## src/rtl/regset_write_arbiter_pkg.sv

```systemverilog
// Shared types for the register-set write arbiter.
//   word     : architectural data word
//   regnum   : register index, wide enough for REGISTER_COUNT-1
//   wb_req_t : writeback request payload (destination + data)
package regset_write_arbiter_pkg;

  localparam int REGISTER_COUNT = 32;
  localparam int WORD_W         = 32;
  localparam int REGNUM_W       = $clog2(REGISTER_COUNT);

  typedef logic [WORD_W-1:0]   word;
  typedef logic [REGNUM_W-1:0] regnum;

  typedef struct packed {
    regnum rd;
    word   data;
  } wb_req_t;

endpackage

```

## src/rtl/regset_write_arbiter_rr_arb2.sv

```systemverilog
// Two-way round-robin arbiter.
//   clk, res : clock, asynchronous active-low reset
//   req      : request vector, bit 0 is favoured after reset
//   advance  : arbitration enabled this cycle (no grant when low)
//   grant    : one-hot grant, combinational from req/advance/pointer
// The pointer flips only when both sides request and a grant is issued,
// so an uncontended requester never costs the other side its turn.
module rr_arb2 (
  input  logic       clk,
  input  logic       res,
  input  logic [1:0] req,
  input  logic       advance,
  output logic [1:0] grant
);

  logic ptr_r;

  // Grant selection: single requester wins outright, contention uses the pointer
  always_comb begin
    grant = 2'b00;
    if (!advance) begin
      grant = 2'b00;
    end else if (req == 2'b11) begin
      grant = ptr_r ? 2'b10 : 2'b01;
    end else begin
      grant = req;
    end
  end

  // Pointer update on contended grants only
  always_ff @(posedge clk or negedge res) begin
    if (!res) begin
      ptr_r <= 1'b0;
    end else if (advance && (req == 2'b11)) begin
      ptr_r <= ~ptr_r;
    end else begin
      ptr_r <= ptr_r;
    end
  end

endmodule

```

## src/rtl/regset_write_arbiter.sv

```systemverilog
// Shares the register set's single write port between the load writeback,
// the ALU writeback and an internal clear sequencer.
//   clk, res              : clock, asynchronous active-low reset
//   ld_*  / alu_*         : valid/ready writeback requesters (ready is combinational)
//   clear_start           : pulse starting a clear of x1..x(RegisterCount-1)
//   clear_busy/clear_done : registered; high while a clear write is on the outputs,
//                           done marks the last clear write
//   write/write_reg/write_enable : registered register-set write port
module regset_write_arbiter
  import regset_write_arbiter_pkg::*;
#(
  parameter int RegisterCount = REGISTER_COUNT
) (
  input  logic  clk,
  input  logic  res,
  input  logic  ld_valid,
  output logic  ld_ready,
  input  regnum ld_reg,
  input  word   ld_data,
  input  logic  alu_valid,
  output logic  alu_ready,
  input  regnum alu_reg,
  input  word   alu_data,
  input  logic  clear_start,
  output logic  clear_busy,
  output logic  clear_done,
  output word   write,
  output regnum write_reg,
  output logic  write_enable
);

  typedef enum logic [0:0] {ST_ARB = 1'b0, ST_CLEAR = 1'b1} state_t;

  localparam regnum FIRST_IDX = regnum'(1);
  localparam regnum LAST_IDX  = regnum'(RegisterCount - 1);

  state_t  state_r, state_nx;
  regnum   idx_r, idx_nx;
  word     write_r, write_nx;
  regnum   write_reg_r, write_reg_nx;
  logic    write_enable_r, write_enable_nx;
  logic    clear_busy_r, clear_busy_nx;
  logic    clear_done_r, clear_done_nx;

  logic       arb_enable_s;
  logic       clear_step_s;
  logic [1:0] grant_s;
  wb_req_t    ld_req_s, alu_req_s, win_req_s;

  assign ld_req_s  = '{rd: ld_reg,  data: ld_data};
  assign alu_req_s = '{rd: alu_reg, data: alu_data};

  // A clear_start cycle is spent launching the clear, so nobody is granted
  assign arb_enable_s = (state_r == ST_ARB) && !clear_start;

  rr_arb2 u_rr_arb2 (
    .clk     (clk),
    .res     (res),
    .req     ({alu_valid, ld_valid}),
    .advance (arb_enable_s),
    .grant   (grant_s)
  );

  assign ld_ready  = grant_s[0];
  assign alu_ready = grant_s[1];
  assign win_req_s = grant_s[1] ? alu_req_s : ld_req_s;

  // Next-state and next-output computation
  always_comb begin
    state_nx        = state_r;
    idx_nx          = idx_r;
    write_nx        = write_r;
    write_reg_nx    = write_reg_r;
    write_enable_nx = 1'b0;
    clear_busy_nx   = 1'b0;
    clear_done_nx   = 1'b0;
    clear_step_s    = 1'b0;

    case (state_r)
      ST_ARB: begin
        if (clear_start) begin
          // The first clear write is issued in the start cycle itself
          clear_step_s = 1'b1;
        end else if (grant_s != 2'b00) begin
          write_nx        = win_req_s.data;
          write_reg_nx    = win_req_s.rd;
          write_enable_nx = (win_req_s.rd != regnum'(0));
        end else begin
          write_enable_nx = 1'b0;
        end
      end
      ST_CLEAR: begin
        clear_step_s = 1'b1;
      end
      default: begin
        state_nx = ST_ARB;
      end
    endcase

    if (clear_step_s) begin
      write_nx        = word'(0);
      write_reg_nx    = idx_r;
      write_enable_nx = 1'b1;
      clear_busy_nx   = 1'b1;
      if (idx_r == LAST_IDX) begin
        // Last clear write: arbitration is live again while it is on the outputs
        clear_done_nx = 1'b1;
        idx_nx        = FIRST_IDX;
        state_nx      = ST_ARB;
      end else begin
        idx_nx   = idx_r + regnum'(1);
        state_nx = ST_CLEAR;
      end
    end else begin
      idx_nx = idx_r;
    end
  end

  // State and output registers
  always_ff @(posedge clk or negedge res) begin
    if (!res) begin
      state_r        <= ST_ARB;
      idx_r          <= FIRST_IDX;
      write_r        <= word'(0);
      write_reg_r    <= regnum'(0);
      write_enable_r <= 1'b0;
      clear_busy_r   <= 1'b0;
      clear_done_r   <= 1'b0;
    end else begin
      state_r        <= state_nx;
      idx_r          <= idx_nx;
      write_r        <= write_nx;
      write_reg_r    <= write_reg_nx;
      write_enable_r <= write_enable_nx;
      clear_busy_r   <= clear_busy_nx;
      clear_done_r   <= clear_done_nx;
    end
  end

  assign write        = write_r;
  assign write_reg    = write_reg_r;
  assign write_enable = write_enable_r;
  assign clear_busy   = clear_busy_r;
  assign clear_done   = clear_done_r;

endmodule
```

## config.mk

```make
export PLATFORM = sky130hd
export DESIGN_NAME = regset_write_arbiter
export DESIGN_NICKNAME = d
export VERILOG_FILES = /design/src/rtl/regset_write_arbiter_pkg.sv /design/src/rtl/regset_write_arbiter_rr_arb2.sv /design/src/rtl/regset_write_arbiter.sv
export SDC_FILE = /design/constraint.sdc
export NUM_CORES = 1
export LEC_CHECK = 0
export BUFFER_PORTS_ARGS = -buffer_cell sky130_fd_sc_hd__buf_2
export CAP_MARGIN = 10
export CORE_ASPECT_RATIO = 0.5
export CORE_MARGIN = 2
export CORE_UTILIZATION = 35
export CTS_CLUSTER_SIZE = 10
export DETAILED_ROUTE_END_ITERATION = 10
export PLACE_DENSITY = 0.65
export SLEW_MARGIN = 40
export SYNTH_ARGS = -nofsm -noshare
export SYNTH_HDL_FRONTEND = slang
export SYNTH_SLANG_ARGS = --single-unit
```

## constraint.sdc

```tcl
create_clock -name clk -period 1.8 [get_ports clk]
set_input_delay 0.45 -clock clk [delete_from_list [all_inputs] [get_ports clk]]
set_output_delay 0.45 -clock clk [all_outputs]
set_load 0.01 [all_outputs]
```

==> summary.md <==
| Metric | Value |
|---|---|
| ANT cells | 0 |
| Layout cell share with drive strength beyond 1 | 0.451 |
| Core Region | between 6000 and 7000 µm² |
| Setup crit end kind | output port |
| Die ar. | 7060 µm² |
| Pin count of the biggest net entering global routing | 34 |
| Post-synthesis sequential area ratio | 0.528 |
| Count of final hold-check violations | 0 |
| First-pass GRT wire length | around 9.9 mm |
| Port Buffers | 120 |
| Clk slew on worst S/H paths | ~60 ps |
| Die width | around 120 µm |
| Syn Nets | about 290 |
| Design Area, Final | between 3000 and 4000 µm² |
| Vias/cell | between 5 and 6 |
| CTS tree | done |
| P_leak | 1.77 nW |
| Multi-input gate area | approximately 950 µm² |
| Max reg flops | 37 |
| Die H | between 60 and 70 µm |
| H-tree depth | 2 |
| Clock Sinks | 47 |
| Nets | 406 |
| Largest stage delay on the critical path | a little under 400 ps |
| Unrepaired setup endpoints after global routing | false |
| Area delta synth->final | 40.7% |
| Post-Syn Instances | ~210 |
| Clock Skew | 3.78 ps |
| FP Rows | 20 |
| Worst path top cell family by delay | flip-flops |
| Clk_lat worst skew | roughly 280 ps |
| Max-slew violation count | 0 |
| Clock Path Buffers | 2 |
| Hold Crit Class | in2async |
| CP Buf/Inv Count | 1 |
| Syn. warnings | 0 |
| Residual DRC | 0 |
| Min Hold Slack | 161 ps |
| GRT Total Usage | 0.180 |
| Startpoint types | flip-flop |
| Grt total ovfl | 0 |
| # IOs | 121 |
| Root buffer cell | clkbuf_16 |
| Critical path type | reg2out |
| Placed Area | ~3000 µm² |
| Antenna Nets Post-Route | 0 |
| Final WL | between 6 and 7 mm |
| CP arrival | approximately 1200 ps |
| Run status | completed |
| Synth cell types | 28 |
| Maximum VDD drop | between 400 and 500 µV |
| Fmax | 590 MHz |
| WP data required | roughly 1400 ps |
| PwrDens | between 1000 and 1500 nW/µm² |
| Avg Inst Size Synth | between 10 and 15 µm² |
| DP Worst Slack | around 170 ps |
| Layout fillers | 574 |
| Initial cell density of the core | 0.365 |
| Synth Cell Area | ~2200 µm² |
| Synth Register Bits | 47 |
| Initial antenna violation count | 0 |
| Vias in the first global route | 2020 |
| Crit-path max FO | 5 |
| Drt pass-1 iters | 4 |
| Least-Margin Pin Slew | 671 ps |
| Crit path time final | around 1700 ps |
| 1st-iter DRT viols | 100 |
| CP max-delay cell | dfrtp_1 |
| Reg area | between 1000 and 1500 µm² |
| Final setup margin | 105 ps |
| Post-DR wirelength/cell | between 15 and 20 µm |
| Critical-path cell list | nor2_4 > nand2_1 > a21oi_2 > buf_2 |
| Vias | between 2000 and 2500 |
| Layout Utilization | 0.514 |
| CTS buffer count | 5 |
| Final worst path period share | 0.941 |
| Final setup viols | 0 |
| Routability cong. | around 0.86 |
| Max cap viols | 0 |
| Slew headroom | 0.552 |
| Dpl hpwl | around 4.7 mm |
==> placed cells by master (no fill, tap or decap), types with 2 or more instances in the layout <==
cell type and n:
buf_2 120, dfrtp_1 46, and3_1 33, a221o_1 29, nor2_1 14, a21oi_1 11, buf_4 11, nand2_1 9
nor3_1 7, a31oi_1 6, mux2i_1 5, clkbuf_16 5, o21ai_0 4, a211oi_1 3, nor2_4 2, nand3_1 2
bufinv_16 2
==> path summary, 6_finish.rpt <==
check | cells past startpoint | to | from | slack, ps
max | 4 | ld_ready | state_r$_DFFE_PN0N_ | 110
min | 1 | idx_r[4]$_DFFE_PN0N_ | res | 160
max reg2reg | 6 | idx_r[3]$_DFFE_PN0N_ | idx_r[0]$_DFFE_PN1N_ | 170
min reg2reg | 2 | idx_r[4]$_DFFE_PN0N_ | idx_r[4]$_DFFE_PN0N_ | 520
max in group asynchronous | 2 | write[14]$_DFFE_PN0P_ | res | 1110
min in group clk | 2 | write[7]$_DFFE_PN0P_ | ld_data[7] | 400
==> kinds of logic after synthesis <==
kind of cell	Yosys count	synth area share
buf+inv	20	0.0539
xor+xnor	1	0.00393
flops	47	0.528
fa+ha+maj	2	0.0112
compound gates	55	0.200
mux	5	0.0225
simple gates	75	0.180
==> power breakdown <==
part           internal, W  switching [W]
sequential         0.00123       0.000133
clock             0.000796       0.000368
combinational     0.000318       0.000381
total              0.00234       0.000882
==> routing by layer <==
| layer | vias up | wire length, µm | GRT usage |
|---|---|---|---|
| met5 | - | 0 | 0 |
| met4 | 0 | 53 | 0.0521 |
| met3 | 4 | 269 | 0.0330 |
| met2 | 53 | 3390 | 0.321 |
| met1 | 1102 | 2670 | 0.231 |
| li1 | 1023 | - | - |
==> cells in the mapped netlist (all sizes together) <==
| cell | number | share of area |
|---|---|---|
| a211oi | 3 | 0.010 |
| a21oi | 12 | 0.027 |
| a221o | 29 | 0.13 |
| a221oi | 1 | 0.0067 |
| a31oi | 6 | 0.017 |
| and2 | 1 | 0.0028 |
| and2b | 1 | 0.0034 |
| and3 | 34 | 0.098 |
| buf | 11 | 0.039 |
| clkbuf | 8 | 0.013 |
| dfrtp | 46 | 0.52 |
| dfstp | 1 | 0.012 |
| ha | 2 | 0.011 |
| inv | 1 | 0.0017 |
| mux2i | 5 | 0.022 |
| nand2 | 9 | 0.015 |
| nand2b | 1 | 0.0028 |
| nand3 | 2 | 0.0045 |
| nand4 | 1 | 0.0028 |
| nor2 | 17 | 0.030 |
| nor3 | 7 | 0.016 |
| nor4 | 1 | 0.0028 |
| o21ai | 4 | 0.0090 |
| or3 | 1 | 0.0028 |
| xnor2 | 1 | 0.0039 |
==> per-stage QoR <==
stage | instances | TNS, ps | total power [W]
after floorplan | 205 | 0 | 0.00174
after global placement | 406 | -1280 | 0.00204
after detailed placement | 406 | 0 | 0.00207
after CTS | 414 | 0 | 0.00324
after global routing | 414 | 0 | 0.00341
final | 414 | 0 | 0.00322
==> timing repair <==
action,in CTS,in global routing
buffers inserted,0,0
hold endpoints to repair,0,0
hold buffers,0,0
setup endpoints to repair,0,2
resized for setup,0,3
==> area by class of cell <==
class / instances / area share
timing repair buffer: 132 / 0.224
sequential: 47 / 0.375
tap: 88 / 0.0351
clock inverter: 2 / 0.0192
inverter: 1 / 0.00120
multi-input combinational: 138 / 0.304
clock buffer: 6 / 0.0411
No activity file was read; power rests on OpenSTA's default activity.
